--- src/rtl/key_seq_reader_if.sv ---
// rtl/key_seq_reader_if.sv - board bus signals between the key sequencer and the security PAL
interface key_seq_reader_if;
  logic        bus_req;
  logic        bus_gnt;
  logic [13:0] ba;
  logic        br_w;
  logic        sser;
  logic        sdrd;
  logic        aux_rd;

  modport master (
    output bus_req, ba, br_w, sser,
    input  bus_gnt, sdrd, aux_rd
  );

  modport slave (
    input  bus_req, ba, br_w, sser,
    output bus_gnt, sdrd, aux_rd
  );
endinterface

--- src/rtl/key_seq_reader.sv ---
// rtl/key_seq_reader.sv - walks the key PAL read-state machine and collects its {aux,sdrd} replies
module key_seq_reader #(
  parameter int                   SEQ_LEN     = 8,
  parameter logic [4*SEQ_LEN-1:0] SEQ_NIBBLES = '0,
  parameter int                   STROBE_CYC  = 2,
  parameter int                   GNT_TIMEOUT = 255
) (
  input  logic                   clk,
  input  logic                   rst,
  input  logic                   start,
  input  logic                   abort,
  output logic                   busy,
  output logic                   done,
  output logic                   timeout,
  output logic [2*SEQ_LEN-1:0]   response,
  key_seq_reader_if.master       bus
);

  localparam int STEP_W = (SEQ_LEN > 1) ? $clog2(SEQ_LEN) : 1;
  localparam int SCNT_W = (STROBE_CYC > 1) ? $clog2(STROBE_CYC) : 1;
  localparam int WCNT_W = (GNT_TIMEOUT > 1) ? $clog2(GNT_TIMEOUT) : 1;

  localparam logic [STEP_W-1:0] STEP_LAST = STEP_W'(SEQ_LEN - 1);
  localparam logic [SCNT_W-1:0] SCNT_LAST = SCNT_W'(STROBE_CYC - 1);
  localparam logic [WCNT_W-1:0] WCNT_LAST = WCNT_W'(GNT_TIMEOUT - 1);

  localparam logic [2:0] S_IDLE    = 3'd0;
  localparam logic [2:0] S_REQ     = 3'd1;
  localparam logic [2:0] S_SETUP   = 3'd2;
  localparam logic [2:0] S_STROBE  = 3'd3;
  localparam logic [2:0] S_RECOVER = 3'd4;
  localparam logic [2:0] S_DONE    = 3'd5;

  logic [2:0]             state, state_n;
  logic [STEP_W-1:0]      step, step_n;
  logic [SCNT_W-1:0]      scnt, scnt_n;
  logic [WCNT_W-1:0]      wcnt, wcnt_n;
  logic                   timeout_n;
  logic [2*SEQ_LEN-1:0]   resp_n;
  logic [4*SEQ_LEN-1:0]   nib_shift;
  logic                   in_window;
  logic [13:0]            ba_n;
  logic                   bus_req_q;
  logic                   sser_q;
  logic [13:0]            ba_q;

  always_comb begin
    state_n   = state;
    step_n    = step;
    scnt_n    = scnt;
    wcnt_n    = wcnt;
    timeout_n = timeout;
    resp_n    = response;

    if (abort && state != S_IDLE) begin
      state_n = S_IDLE;
    end else begin
      case (state)
        S_IDLE: begin
          if (start && !abort) begin
            resp_n    = '0;
            timeout_n = 1'b0;
            step_n    = '0;
            wcnt_n    = '0;
            state_n   = S_REQ;
          end
        end
        S_REQ: begin
          if (bus.bus_gnt) begin
            state_n = S_SETUP;
          end else if (wcnt == WCNT_LAST) begin
            timeout_n = 1'b1;
            state_n   = S_IDLE;
          end else begin
            wcnt_n = wcnt + 1'b1;
          end
        end
        S_SETUP: begin
          // Grant is only checked here; once the strobe starts the read is finished regardless.
          if (bus.bus_gnt) begin
            scnt_n  = '0;
            state_n = S_STROBE;
          end else begin
            wcnt_n  = '0;
            state_n = S_REQ;
          end
        end
        S_STROBE: begin
          if (scnt == SCNT_LAST) begin
            resp_n[{step, 1'b0} +: 2] = {bus.aux_rd, bus.sdrd};
            state_n = S_RECOVER;
          end else begin
            scnt_n = scnt + 1'b1;
          end
        end
        S_RECOVER: begin
          if (step == STEP_LAST) begin
            state_n = S_DONE;
          end else begin
            step_n  = step + 1'b1;
            state_n = S_SETUP;
          end
        end
        S_DONE:  state_n = S_IDLE;
        default: state_n = S_IDLE;
      endcase
    end

    // Bus outputs are registered from the next state so they change cleanly on the edge.
    nib_shift = SEQ_NIBBLES >> {step_n, 2'b00};
    in_window = (state_n == S_SETUP) || (state_n == S_STROBE) || (state_n == S_RECOVER);
    ba_n      = in_window ? {2'b01, 4'b0000, nib_shift[3:0], 4'b0000} : 14'h0000;
  end

  always_ff @(posedge clk or posedge rst) begin
    if (rst) begin
      state     <= S_IDLE;
      step      <= '0;
      scnt      <= '0;
      wcnt      <= '0;
      timeout   <= 1'b0;
      response  <= '0;
      busy      <= 1'b0;
      done      <= 1'b0;
      bus_req_q <= 1'b0;
      sser_q    <= 1'b1;
      ba_q      <= 14'h0000;
    end else begin
      state     <= state_n;
      step      <= step_n;
      scnt      <= scnt_n;
      wcnt      <= wcnt_n;
      timeout   <= timeout_n;
      response  <= resp_n;
      busy      <= (state_n != S_IDLE);
      done      <= (state_n == S_DONE);
      bus_req_q <= in_window || (state_n == S_REQ);
      sser_q    <= (state_n != S_STROBE);
      ba_q      <= ba_n;
    end
  end

  assign bus.bus_req = bus_req_q;
  assign bus.sser    = sser_q;
  assign bus.ba      = ba_q;
  assign bus.br_w    = 1'b1;

endmodule

--- src/flat_wrapper.sv ---
// flat-port wrapper written by rule: the top's interface ports become plain ports
module key_seq_reader_flat 
#(
  parameter int                   SEQ_LEN     = 8,
  parameter logic [4*SEQ_LEN-1:0] SEQ_NIBBLES = '0,
  parameter int                   STROBE_CYC  = 2,
  parameter int                   GNT_TIMEOUT = 255
)
  (clk, rst, start, abort, busy, done, timeout, response, bus_bus_req, bus_ba, bus_br_w, bus_sser, bus_bus_gnt, bus_sdrd, bus_aux_rd);
  key_seq_reader_if bus_i ();
  input  logic clk;
  input  logic rst;
  input  logic start;
  input  logic abort;
  output logic busy;
  output logic done;
  output logic timeout;
  output logic [2*SEQ_LEN-1:0] response;
  output wire logic [$bits(bus_i.bus_req)-1:0] bus_bus_req;
  output wire logic [$bits(bus_i.ba)-1:0] bus_ba;
  output wire logic [$bits(bus_i.br_w)-1:0] bus_br_w;
  output wire logic [$bits(bus_i.sser)-1:0] bus_sser;
  input wire logic [$bits(bus_i.bus_gnt)-1:0] bus_bus_gnt;
  input wire logic [$bits(bus_i.sdrd)-1:0] bus_sdrd;
  input wire logic [$bits(bus_i.aux_rd)-1:0] bus_aux_rd;
  assign bus_bus_req = bus_i.bus_req;
  assign bus_ba = bus_i.ba;
  assign bus_br_w = bus_i.br_w;
  assign bus_sser = bus_i.sser;
  assign bus_i.bus_gnt = bus_bus_gnt;
  assign bus_i.sdrd = bus_sdrd;
  assign bus_i.aux_rd = bus_aux_rd;
  key_seq_reader #(.SEQ_LEN(SEQ_LEN), .SEQ_NIBBLES(SEQ_NIBBLES), .STROBE_CYC(STROBE_CYC), .GNT_TIMEOUT(GNT_TIMEOUT)) u_core (.clk(clk), .rst(rst), .start(start), .abort(abort), .busy(busy), .done(done), .timeout(timeout), .response(response), .bus(bus_i));
endmodule
--- config.mk ---
export PLATFORM = sky130hd
export DESIGN_NAME = key_seq_reader_flat
export DESIGN_NICKNAME = d
export VERILOG_FILES = /design/src/rtl/key_seq_reader_if.sv /design/src/rtl/key_seq_reader.sv /design/src/flat_wrapper.sv
export SDC_FILE = /design/constraint.sdc
export NUM_CORES = 1
export LEC_CHECK = 0
export ABC_AREA = 0
export BUFFER_PORTS_ARGS = -buffer_cell sky130_fd_sc_hd__buf_2
export CORE_ASPECT_RATIO = 1.1
export CORE_MARGIN = 1.5
export CORE_UTILIZATION = 42
export CTS_CLUSTER_SIZE = 20
export DETAILED_ROUTE_END_ITERATION = 8
export HOLD_SLACK_MARGIN = 0.08
export MAX_ROUTING_LAYER = met4
export PLACE_DENSITY_LB_ADDON = 0.15
export SLEW_MARGIN = 20
export SYNTH_ARGS = -nofsm -noshare
export SYNTH_HDL_FRONTEND = slang
export SYNTH_SLANG_ARGS = --single-unit
--- constraint.sdc ---
create_clock -name clk -period 2.4 [get_ports clk]
set_input_delay 0.12 -clock clk [delete_from_list [all_inputs] [get_ports clk]]
set_output_delay 0.12 -clock clk [all_outputs]
set_load 0.01 [all_outputs]
## Word level (Yosys, flattened, before mapping)

Index checks and enable logic that the tools add are counted.

- Output and inout port bits: 36
- Input bits: 7
- Register bits after elaboration: 50

- $add $sub $neg: 4
- Shifts and indexed selects: 3
- Multiplexer cells: 29
- Bitwise gates (word level): 1
- Reductions and logical operators: 17
- Eq/ne operators: 19

Operators by type and width:

| operator | count |
|---|---|
| 16-bit 2-to-1 mux | 2 |
| 8-bit 2-to-1 mux | 4 |
| 16-bit case mux with 2 select lines | 1 |
| 3-bit 2-to-1 mux | 9 |
| 8-bit case mux with 3 select lines | 1 |
| 16-bit bitwise mux | 1 |
| 2-bit by 6-bit variable shift with 16-bit output, first input constant | 1 |
| 2-bit by 6-bit indexed part select with 16-bit output | 1 |
| 3-bit case mux with 5 select lines | 1 |
| 13-bit 2-to-1 mux | 1 |
| 3-bit by 2-bit equality test with 1-bit output, second input constant | 4 |
| 3-bit equality test, second input constant | 4 |
| 3-bit nonzero test | 3 |
| 8-bit by 1-bit adder with 8-bit output, second input constant | 1 |
| 8-bit equality test, second input constant | 1 |
| 2-bit != test, second input constant | 4 |
| 3-bit by 1-bit equality test with 1-bit output, second input constant | 2 |
| 2-bit by 1-bit != test with 1-bit output, second input constant | 3 |
| 4-bit negation with 6-bit output | 1 |
| 3-bit case mux with 2 select lines | 1 |
| 6-bit AND reduction | 1 |
| 2-bit nonzero test | 3 |
| 1-bit 2-to-1 mux | 5 |
| 5-bit AND reduction | 1 |
| 13 further kinds | 17 |

## Logic depth before layout (Yosys ltp)

Gate-level depths: netlist of the first run.

- Depth after elaboration: 9
- Gate-level depth with buffers: 9
- Gate-level depth less buffers: 8

## Least setup slack after synthesis of the first run

No wires, ideal clock.

- Path kind: reg2reg
- Start: register u_core.step[0]
- End: register u_core.response[4]
- Path buffers: 1
- Required time: 2274 ps
- Cell stages (with the launch flop): 10
- Library setup time: 126 ps
- Clock period less this slack: 2116 ps
- Slack: 284 ps
- Arrival: 1990 ps
- Path through: dfrtp_1 clkbuf_1 inv_1 ha_1 ha_1 nand2_1 or4_1 a21bo_2 nand2_1 o21ai_0

- Longest elaborated chain between the ends: 5

Ends and longest elaborated chain:

| what | line | source |
|---|---|---|
| from (decl) | key_seq_reader.sv:35 | `logic [STEP_W-1:0] step, step_n;` |
| from (signal assigned) | key_seq_reader.sv:130 | `step <= step_n;` |
| 4-bit negation with 6-bit output * | key_seq_reader.sv:90 | `resp_n[{step, 1'b0} +: 2] = {bus.aux_rd, bus.sdrd};` |
| 2-bit by 6-bit indexed part select with 16-bit output or 2-bit by 6-bit variable shift with 16-bit output (tied branches) | key_seq_reader.sv:90 |  |
| 16-bit bitwise mux * | key_seq_reader.sv:90 |  |
| 16-bit 2-to-1 mux * | key_seq_reader.sv:89 | `if (scnt == SCNT_LAST) begin` |
| 16-bit case mux with 2 select lines * | key_seq_reader.sv:58 | `case (state)` |
| to (signal assigned) | key_seq_reader.sv:134 | `response <= resp_n;` |
| to (decl) | key_seq_reader.sv:15 | `output logic [2*SEQ_LEN-1:0] response,` |

Every way passes the cells marked *; elsewhere a longest branch is shown, timed or not. The select of a mux whose other input is x is not followed.
A chain may end at the register's enable or synchronous reset.

## Worst setup path after layout of the first run

- Start: register u_core.state[0]
- End: register u_core.wcnt[5]

- Longest elaborated chain between the ends: 4

Ends and longest elaborated chain:

| what | line | source |
|---|---|---|
| from (decl) | key_seq_reader.sv:34 | `logic [2:0] state, state_n;` |
| from (signal assigned) | key_seq_reader.sv:129 | `state <= state_n;` |
| parallel branches: the longest is 4 deep, another holds 6-bit AND reduction | n/a |  |
| to (signal assigned) | key_seq_reader.sv:132 | `wcnt <= wcnt_n;` |
| to (decl) | key_seq_reader.sv:37 | `logic [WCNT_W-1:0] wcnt, wcnt_n;` |

Parallel ways; which one is timed is not known.

==> results.json, run 1 <==
{
  "root_buffer": "clkbuf_8",
  "ant_nets": 0,
  "drt_pass1_iterations": 4,
  "synth.largest_area_cell": "dfrtp_1",
  "htree_levels": 2,
  "wl_um": 4150,
  "multiInputGateArea_sq_um": 942,
  "ys_seq_area_share_pct": 46.3,
  "wl_per_cell_um": 13.6,
  "power_leakage_nw": 1.11,
  "period_minus_slack_ps": 2060,
  "crit_arrival_ps": 2240,
  "crit_fanout": 14,
  "clock_skew_ps": 9.83,
  "track_usage_pct": 17.7,
  "ys_types": 48,
  "ys_async_sr_fraction_pct": 100,
  "num_rows": 26,
  "netlist_area_sq_um": 2000,
  "hpwl_um": 3060,
  "yosys_warnings": 0,
  "syn-mean-instance-area_sq_um": 9.40,
  "drc": 0,
  "io_buffers": 28,
  "drive_gt1_share_pct": 24.4,
  "vias": 1568,
  "holdCritPathClass": "in -> reg",
  "die_y_um": 75.4,
  "first_iter_violations": 56,
  "power.density_nw_per_um2": 784,
  "grt_start_max_net_pins": 38,
  "hold_viol_final": 0,
  "fin_nets": 261,
  "timing.setup.tns_ps": 0,
  "yosysMostFrequentCell": "dfrtp_1",
  "area_delta_synth_final_pct": 14.9,
  "gp_congestion": 0.765,
  "cts_made_buffers": 5,
  "diodes": 0,
  "end_kind": "flip-flop",
  "status": "complete, no violations",
  "antenna_found_initial": 0,
  "synth-main-ff-cell": "dfrtp_1",
  "ios": 43,
  "required_ps": 2570,
  "grt_pass1_wl_um": 6530,
  "synthTopCellsByCount": "dfrtp_1 (36), nand2_1 (33), o21ai_0 (24)",
  "fillers": 468,
  "die_area_sq_um": 5190,
  "cap_violations": 0,
  "start_util_pct": 43.4,
  "die_w_um": 68.8,
  "synth_top_area_share_pct": 45.0,
  "cts.path.max_buffers": 2,
  "synth_edf_count": 0,
  "ff_latch_area_sq_um": 927,
  "clkTransAtPathRegs_ps": 80,
  "drv_slew": 0,
  "grt_pass1_vias": 1393,
  "fin_crit_sh_pct": 85.9,
  "criticalPathCategory": "reg -> reg",
  "synth_area_leaders": "dfrtp_1 (45%), nand2_1 (6.2%), o21ai_0 (6.0%), buf_4 (5.2%), ha_1 (3.1%)",
  "setup_viol": 0,
  "clk_latency_ps": 290,
  "drt-vias-per-instance": 5.12,
  "cts_tree": "done",
  "cts.sinks": 37,
  "ir_worst_vdd_uv": 525,
  "power.total_w": 0.00180,
  "design.core.area_sq_um": 4620,
  "startpoint_type": "flip-flop",
  "grt_setup_unrepaired": "false",
  "synthCells": 213,
  "fmax_mhz": 485,
  "ys_ff_latch": 37,
  "cts_resized": 0,
  "globalRoute.totalOverflow": 0
}
-- final cells by class --
cell class,instances,area share (%)
Multi-Input combinational cell,162,40.9
Sequential cell,37,40.3
Timing Repair Buffer,36,8.80
Tap cell,56,3.04
Clock buffer,5,2.99
Clock inverter,3,2.83
Inverter,7,1.14
-- what timing repair did --
action / CTS / global route
endpoints found under the hold margin: 36 / 0
buffers inserted: 0 / 0
hold buffers: 1 / 0
-- metal layers --
metal	global-route usage (%)	up-vias	share of wire, %
li1	-	791	-
met3	4.14	5	3.8
met5	-	-	0
met1	20.5	745	46
met4	6.54	0	1.4
met2	29.9	27	49
-- where the power goes --
part	internal [W]	switching (W)	total, W
sequential	0.000679	0.0000661	0.000745
clock	0.000413	0.000224	0.000637
combinational	0.000187	0.000234	0.000422
-- state kept, by name, summed over array words and instances, names as in the netlist --
register	cells
u_core.timeout	1
u_core.response	16
u_core.step	3
u_core.bus.ba	1
u_core.done	1
u_core.bus.sser	1
u_core.scnt	1
u_core.busy	1
u_core.wcnt	8
u_core.bus.bus_req	1
u_core.state	3
-- metrics by stage --
step	instances	utilization, %	setup slack [ps]	hold WS [ps]	area [sq um]
floorplan	225	-	284	194	2050
global placement	297	46.7	403	249	2160
detailed placement	297	46.7	356	262	2160
CTS	306	49.8	357	94.9	2300
global route	306	49.8	256	91.3	2300
finish	306	49.8	339	107	2300
-- cell families after synthesis --
| logic type | share of synthesized area [%] |
|---|---|
| DFF | 46.3 |
| and+or+nand+nor | 20.6 |
| adders and majority gates | 3.62 |
| buffers and inverters | 8.93 |
| other | 0.375 |
| AOI/OAI and AO/OA | 20.2 |
-- cell usage in the layout (no fill, tap or decap), drive strengths merged, types with 3 or more instances in the layout --
cell type and n:
dfrtp 36, a21oi 4, clkbuf 5, o21ai 31, conb 14, a22o 3, nor3b 3, and2 3
ha 5, inv 7, nand3 9, buf 35, nor2 13, nor2b 3, or2 3, a21bo 6
nand2 33, o31ai 3
-- critical path, stage by stage (launching register included) --
cell and delay [ps]:
dfrtp_1 550, or3b_1 430, a211o_1 320, a211o_4 400, o21ai_1 160, o41ai_1 90
-- final timing paths --
kind | endpoint | start | depth (start not counted) | slack [ps]
max | u_core.wcnt[5] | u_core.state[0] | 5 | 340
min in group asynchronous | u_core.response[6] | rst | 4 | 500
min | u_core.state[2] | abort | 2 | 110
min reg2reg | u_core.response[7] | u_core.response[7] | 2 | 470
max in group asynchronous | u_core.bus.sser | rst | 4 | 1550
max reg2reg | u_core.wcnt[5] | u_core.state[0] | 5 | 340
Note: power is estimated with default switching activity, not from simulation.
==> inputs of run 2 (changes only) <==
==> constraint.sdc (replaced) <==
create_clock -name clk -period 2.5 [get_ports clk]
set_input_delay 0.125 -clock clk [delete_from_list [all_inputs] [get_ports clk]]
set_output_delay 0.125 -clock clk [all_outputs]
set_load 0.01 [all_outputs]
==> run 2 against run 1 <==
Cell count rose by 0.33%; critical path type unchanged; sequential power fell by 4.7%; highest routed layer unchanged; clock power fell by 14%; hold slack improved by 92 ps; total power fell by 7.1%; sequential share of layout area rose by 0.066 points; combinational power fell by 0.9%; non-clock buffer count rose by 1; clock skew rose by 3.0 ps; largest cell class unchanged; first-iteration DRC count rose by 3.6%; routed wire length fell by 0.31%; worst setup slack improved by 11 ps.
==> results.json, run 2 (synthesis gave the netlist of run 1 again) <==
{
  "status": "complete, no violations",
  "grt_setup_unrepaired": "false",
  "io_buffers": 28,
  "top_register": "u_core.response",
  "start_util_pct": 43.4,
  "gp_congestion": 0.837,
  "criticalPathCategory": "reg -> reg",
  "cp_slowest_cell": "or3b_1",
  "htree_levels": 2,
  "crit_arrival_ps": 2330,
  "ant_nets": 0,
  "grt_pass1_wl_um": 6940,
  "cp_top_family": "compound AO/OA/AOI/OAI gates",
  "cts_made_buffers": 5,
  "stdcell_count": 307,
  "top_regs": "u_core.response (16), u_core.wcnt (8)",
  "max_stage_delay_ps": 550,
  "die_area_sq_um": 5190,
  "fin_crit_sh_pct": 86.0,
  "cap_violations": 0,
  "drc": 0,
  "startpoint_type": "flip-flop",
  "crit_fanout": 13,
  "design.core.area_sq_um": 4620,
  "grt_pass1_vias": 1512,
  "period_minus_slack_ps": 2150,
  "clock_skew_ps": 12.8,
  "ios": 43,
  "diodes": 0,
  "cp_num_buf_inv": 0,
  "fin_nets": 262,
  "grt_start_max_net_pins": 16,
  "ir_worst_vdd_uv": 387,
  "drive_gt1_share_pct": 24.3,
  "setup_viol": 0,
  "die_y_um": 75.4,
  "timing.setup.tns_ps": 0,
  "num_rows": 26,
  "power.density_nw_per_um2": 729,
  "globalRoute.totalOverflow": 0,
  "area_delta_synth_final_pct": 14.7,
  "antenna_found_initial": 0,
  "final_common_cell": "dfrtp_1",
  "hpwl_um": 3070,
  "layout_common_cells": "dfrtp_1 (36), nand2_1 (33), buf_2 (28)",
  "die_w_um": 68.8,
  "power_leakage_nw": 1.11,
  "first_iter_violations": 58,
  "wl_per_cell_um": 13.5,
  "cts.path.max_buffers": 2,
  "holdCritPathClass": "in -> reg",
  "track_usage_pct": 19.0,
  "fmax_mhz": 465,
  "drt-vias-per-instance": 5.18,
  "vias": 1590,
  "drt_pass1_iterations": 4,
  "placed_cells": 297,
  "root_buffer": "clkbuf_8",
  "clk_latency_ps": 300,
  "hold_viol_final": 0,
  "drv_slew": 0,
  "cts_tree": "done",
  "required_ps": 2680,
  "clkTransAtPathRegs_ps": 70,
  "cts.sinks": 37,
  "final_util_pct": 49.8,
  "largest_reg_flops": 16,
  "end_kind": "flip-flop",
  "wl_um": 4140,
  "fillers": 461,
  "path_cells": "or3b_1, a211o_1, a211o_4, o21ai_1, o31ai_1"
}
-- run 2: cell count changes in the layout (fill, tap and decap cells not counted) --
cell | previous run | this run
clkinvlp_4 | 0 | 1
dlygate4sd3_1 | 1 | 2
clkbuf_8 | 5 | 6
bufinv_16 | 2 | 1
clkinv_2 | 1 | 0
-- run 2: final timing paths --
| check | slack, ps | depth (start not counted) | from | endpoint |
|---|---|---|---|---|
| setup / recovery | 350 | 5 | u_core.state[1] | u_core.wcnt[4] |
| hold / removal | 200 | 3 | bus_bus_gnt | u_core.scnt |
| setup reg to reg | 350 | 5 | u_core.state[1] | u_core.wcnt[4] |
| hold reg to reg | 470 | 2 | u_core.response[7] | u_core.response[7] |
| max in group asynchronous | 1550 | 4 | rst | u_core.state[1] |
| min in group asynchronous | 370 | 3 | rst | u_core.wcnt[0] |
-- run 2: timing repair --
action	in CTS	in global routing
setup buffers	0	0
hold endpoints to repair	10	0
hold buffers	2	0
gates resized for setup	0	0
-- run 2: report_power, final --
| part | total [W] | internal [W] | switching, W |
|---|---|---|---|
| combinational | 0.000418 | 0.000183 | 0.000235 |
| clock | 0.000548 | 0.000324 | 0.000224 |
| sequential | 0.000710 | 0.000653 | 0.0000568 |
-- run 2: worst register-to-register path: cells and delay by family (launching register included) --
| kind | cells | cell delay [ps] |
|---|---|---|
| AOI/OAI and AO/OA | 4 | 990 |
| and+or+nand+nor | 1 | 550 |
| DFF | 1 | 500 |
-- run 2: per-layer routing --
| layer | global-route usage [%] | share of wire, % | vias to the layer above |
|---|---|---|---|
| li1 | - | - | 790 |
| met1 | 21.0 | 46 | 771 |
| met2 | 32.5 | 49 | 23 |
| met3 | 4.87 | 2.9 | 6 |
| met4 | 7.84 | 1.8 | 0 |
| met5 | - | 0 | - |
-- run 2: through the flow --
| stage | instance area (sq um) | setup WS, ps | hold slack (ps) | total power (W) |
|---|---|---|---|---|
| after floorplan | 2050 | 384 | 199 | 0.00107 |
| after global placement | 2160 | 408 | 142 | 0.00114 |
| after detailed placement | 2160 | 363 | 146 | 0.00114 |
| after CTS | 2300 | 350 | 192 | 0.00170 |
| after global routing | 2300 | 227 | 229 | 0.00178 |
| final | 2300 | 350 | 199 | 0.00168 |
-- run 2: layout make-up --
type	count	area [sq um]	share of cell area, %
multi-input cells	162	942	41.0
flip-flops and latches	37	927	40.3
clock inverters	2	37.5	1.63
inverters	7	26.3	1.14
repair buffers	37	213	9.25
clock buffers	6	82.6	3.59
well taps	56	70.1	3.05
==> inputs of run 3 (changes only) <==
--- a/config.mk
+++ b/config.mk
@@ -6,12 +6,13 @@
 export NUM_CORES = 1
 export LEC_CHECK = 0
 export ABC_AREA = 0
-export BUFFER_PORTS_ARGS = -buffer_cell sky130_fd_sc_hd__buf_2
+export ABC_CLOCK_PERIOD_IN_PS = 2500
 export CORE_ASPECT_RATIO = 1.1
 export CORE_MARGIN = 1.5
 export CORE_UTILIZATION = 42
 export CTS_CLUSTER_SIZE = 20
 export DETAILED_ROUTE_END_ITERATION = 8
+export DONT_BUFFER_PORTS = 1
 export HOLD_SLACK_MARGIN = 0.08
 export MAX_ROUTING_LAYER = met4
 export PLACE_DENSITY_LB_ADDON = 0.15
==> run 3 against run 2 <==
Hold slack got worse by 83 ps; routed wire length decreased by 1.9%; clock power increased by 13%; global-route usage decreased by 1.3 points; non-clock buffer count decreased by 27; cell area decreased by 5.0%; fmax decreased by 3.7%; clock-buffer cell count decreased by 1; critical path depth increased by 3.
==> results.json, run 3 (synthesis gave the netlist of run 1 again) <==
{
  "clk_latency_ps": 290,
  "area_delta_synth_final_pct": 9.06,
  "dpl_cell_area_sq_um": 2010,
  "cts.sinks": 37,
  "ant_nets": 0,
  "drc": 0,
  "power_switching_share_pct": 29.3,
  "globalRoute.totalOverflow": 0,
  "power.total_w": 0.00173,
  "grt_pass1_wl_um": 6520,
  "top_regs": "u_core.response (16), u_core.wcnt (8)",
  "drt_pass1_iterations": 4,
  "clock_skew_ps": 4.87,
  "wl_per_cell_um": 14.5,
  "combinationalPowerShare_pct": 22.0,
  "wl_um": 4060,
  "drive_gt1_share_pct": 14.3,
  "drv_slew": 0,
  "status": "complete, no violations",
  "fin_area_sq_um": 2180,
  "io_buffers": 0,
  "ir_worst_vdd_uv": 346,
  "grt_pass1_vias": 1388,
  "gp_congestion": 0.843,
  "diodes": 0,
  "power.density_nw_per_um2": 790,
  "layout_common_cells": "dfrtp_1 (36), nand2_1 (33), o21ai_0 (24)",
  "htree_levels": 2,
  "cts_made_buffers": 5,
  "required_ps": 2670,
  "p_switching_w": 0.000505,
  "ios": 43,
  "fin_nets": 235,
  "drt-vias-per-instance": 5.39,
  "hold_viol_final": 0,
  "cts_tree": "done",
  "post_cts_buffers": 0,
  "power_leakage_nw": 0.980,
  "design.core.area_sq_um": 4620,
  "top_register": "u_core.response",
  "largest_reg_flops": 16,
  "die_w_um": 68.8,
  "clkPwrFrac_pct": 35.8,
  "cts_resized": 0,
  "first_iter_violations": 95,
  "fmax_mhz": 448,
  "die_y_um": 75.4,
  "criticalPathCategory": "reg -> reg",
  "cts.path.max_buffers": 2,
  "fin_crit_sh_pct": 89.3,
  "final_util_pct": 47.3,
  "holdCritPathClass": "in -> reg",
  "period_minus_slack_ps": 2230,
  "num_rows": 26,
  "track_usage_pct": 17.7,
  "timing.setup.tns_ps": 0,
  "vias": 1509,
  "hpwl_um": 3090,
  "internal_power_w": 0.00122,
  "grt_setup_unrepaired": "false",
  "clkTransAtPathRegs_ps": 70,
  "antenna_found_initial": 0,
  "crit_arrival_ps": 2400,
  "ctsHoldBuffers": 4,
  "end_kind": "flip-flop",
  "grt_start_max_net_pins": 15,
  "final_common_cell": "dfrtp_1",
  "cap_violations": 0,
  "startpoint_type": "flip-flop",
  "setup_viol": 0,
  "root_buffer": "clkbuf_8",
  "crit_fanout": 10,
  "die_area_sq_um": 5190,
  "pwr-share-seq_pct": 42.3,
  "start_util_pct": 43.4
}
-- run 3: changes by cell type in the layout (fill, tap and decap cells not counted), sizes merged --
| cell | delta |
|---|---|
| clkbuf | -1 |
| clkinvlp | -1 |
| dlygate4sd3 | +2 |
| bufinv | +1 |
| buf | -29 |
| clkinv | +1 |
-- run 3: final timing paths --
check / startpoint / endpoint / slack [ps] / depth (start not counted)
max in group asynchronous: rst / u_core.response[7] / 1660 / 3
max reg2reg: u_core.step[0] / u_core.response[8] / 270 / 8
min reg2reg: u_core.wcnt[7] / u_core.wcnt[7] / 500 / 1
min in group asynchronous: rst / u_core.busy / 290 / 2
min: abort / u_core.step[2] / 120 / 3
max: u_core.step[0] / u_core.response[8] / 270 / 8
-- run 3: power groups by stage --
stage | Combinational, W | Clock [W] | Sequential, W
5_1_grt | 0.000432 | 0.000656 | 0.000738
2_1_floorplan | 0.000354 | 0 | 0.000714
4_1_cts | 0.000383 | 0.000634 | 0.000728
3_3_place_gp | 0.000365 | 0 | 0.000739
3_5_place_dp | 0.000375 | 0 | 0.000739
6_report | 0.000379 | 0.000617 | 0.000730
-- run 3: layer usage --
layer | GRT usage (%) | wire length [um]
met5 | - | 0
met4 | 5.88 | 38
met3 | 4.73 | 178
met2 | 29.8 | 2100
met1 | 20.3 | 1740
-- run 3: final cells by class --
cell class                 instances  area (sq um)
clock buffer                       5          68.8
clock inverter                     3          65.1
fill                             458          2430
inverter                           7          26.3
multi-input combinational        162           942
sequential                        37           927
tap                               56          70.1
timing repair buffer              10          85.1
-- run 3: metrics by stage --
stage                     hold slack [ps]  setup slack, ps  instances
after floorplan                       199              384        225
after global placement               49.2              402        268
after detailed placement             62.5              283        268
after CTS                             111              260        280
after global routing                  167              110        280
final                                 116              268        280
-- run 3: critical path: stages (launching register included) --
cell and delay [ps]:
dfrtp_1 520, inv_1 140, ha_1 220, ha_1 340, nor3b_1 320, nor3b_1 260, o21ai_0 150, nand2_1 80
o21ai_0 70
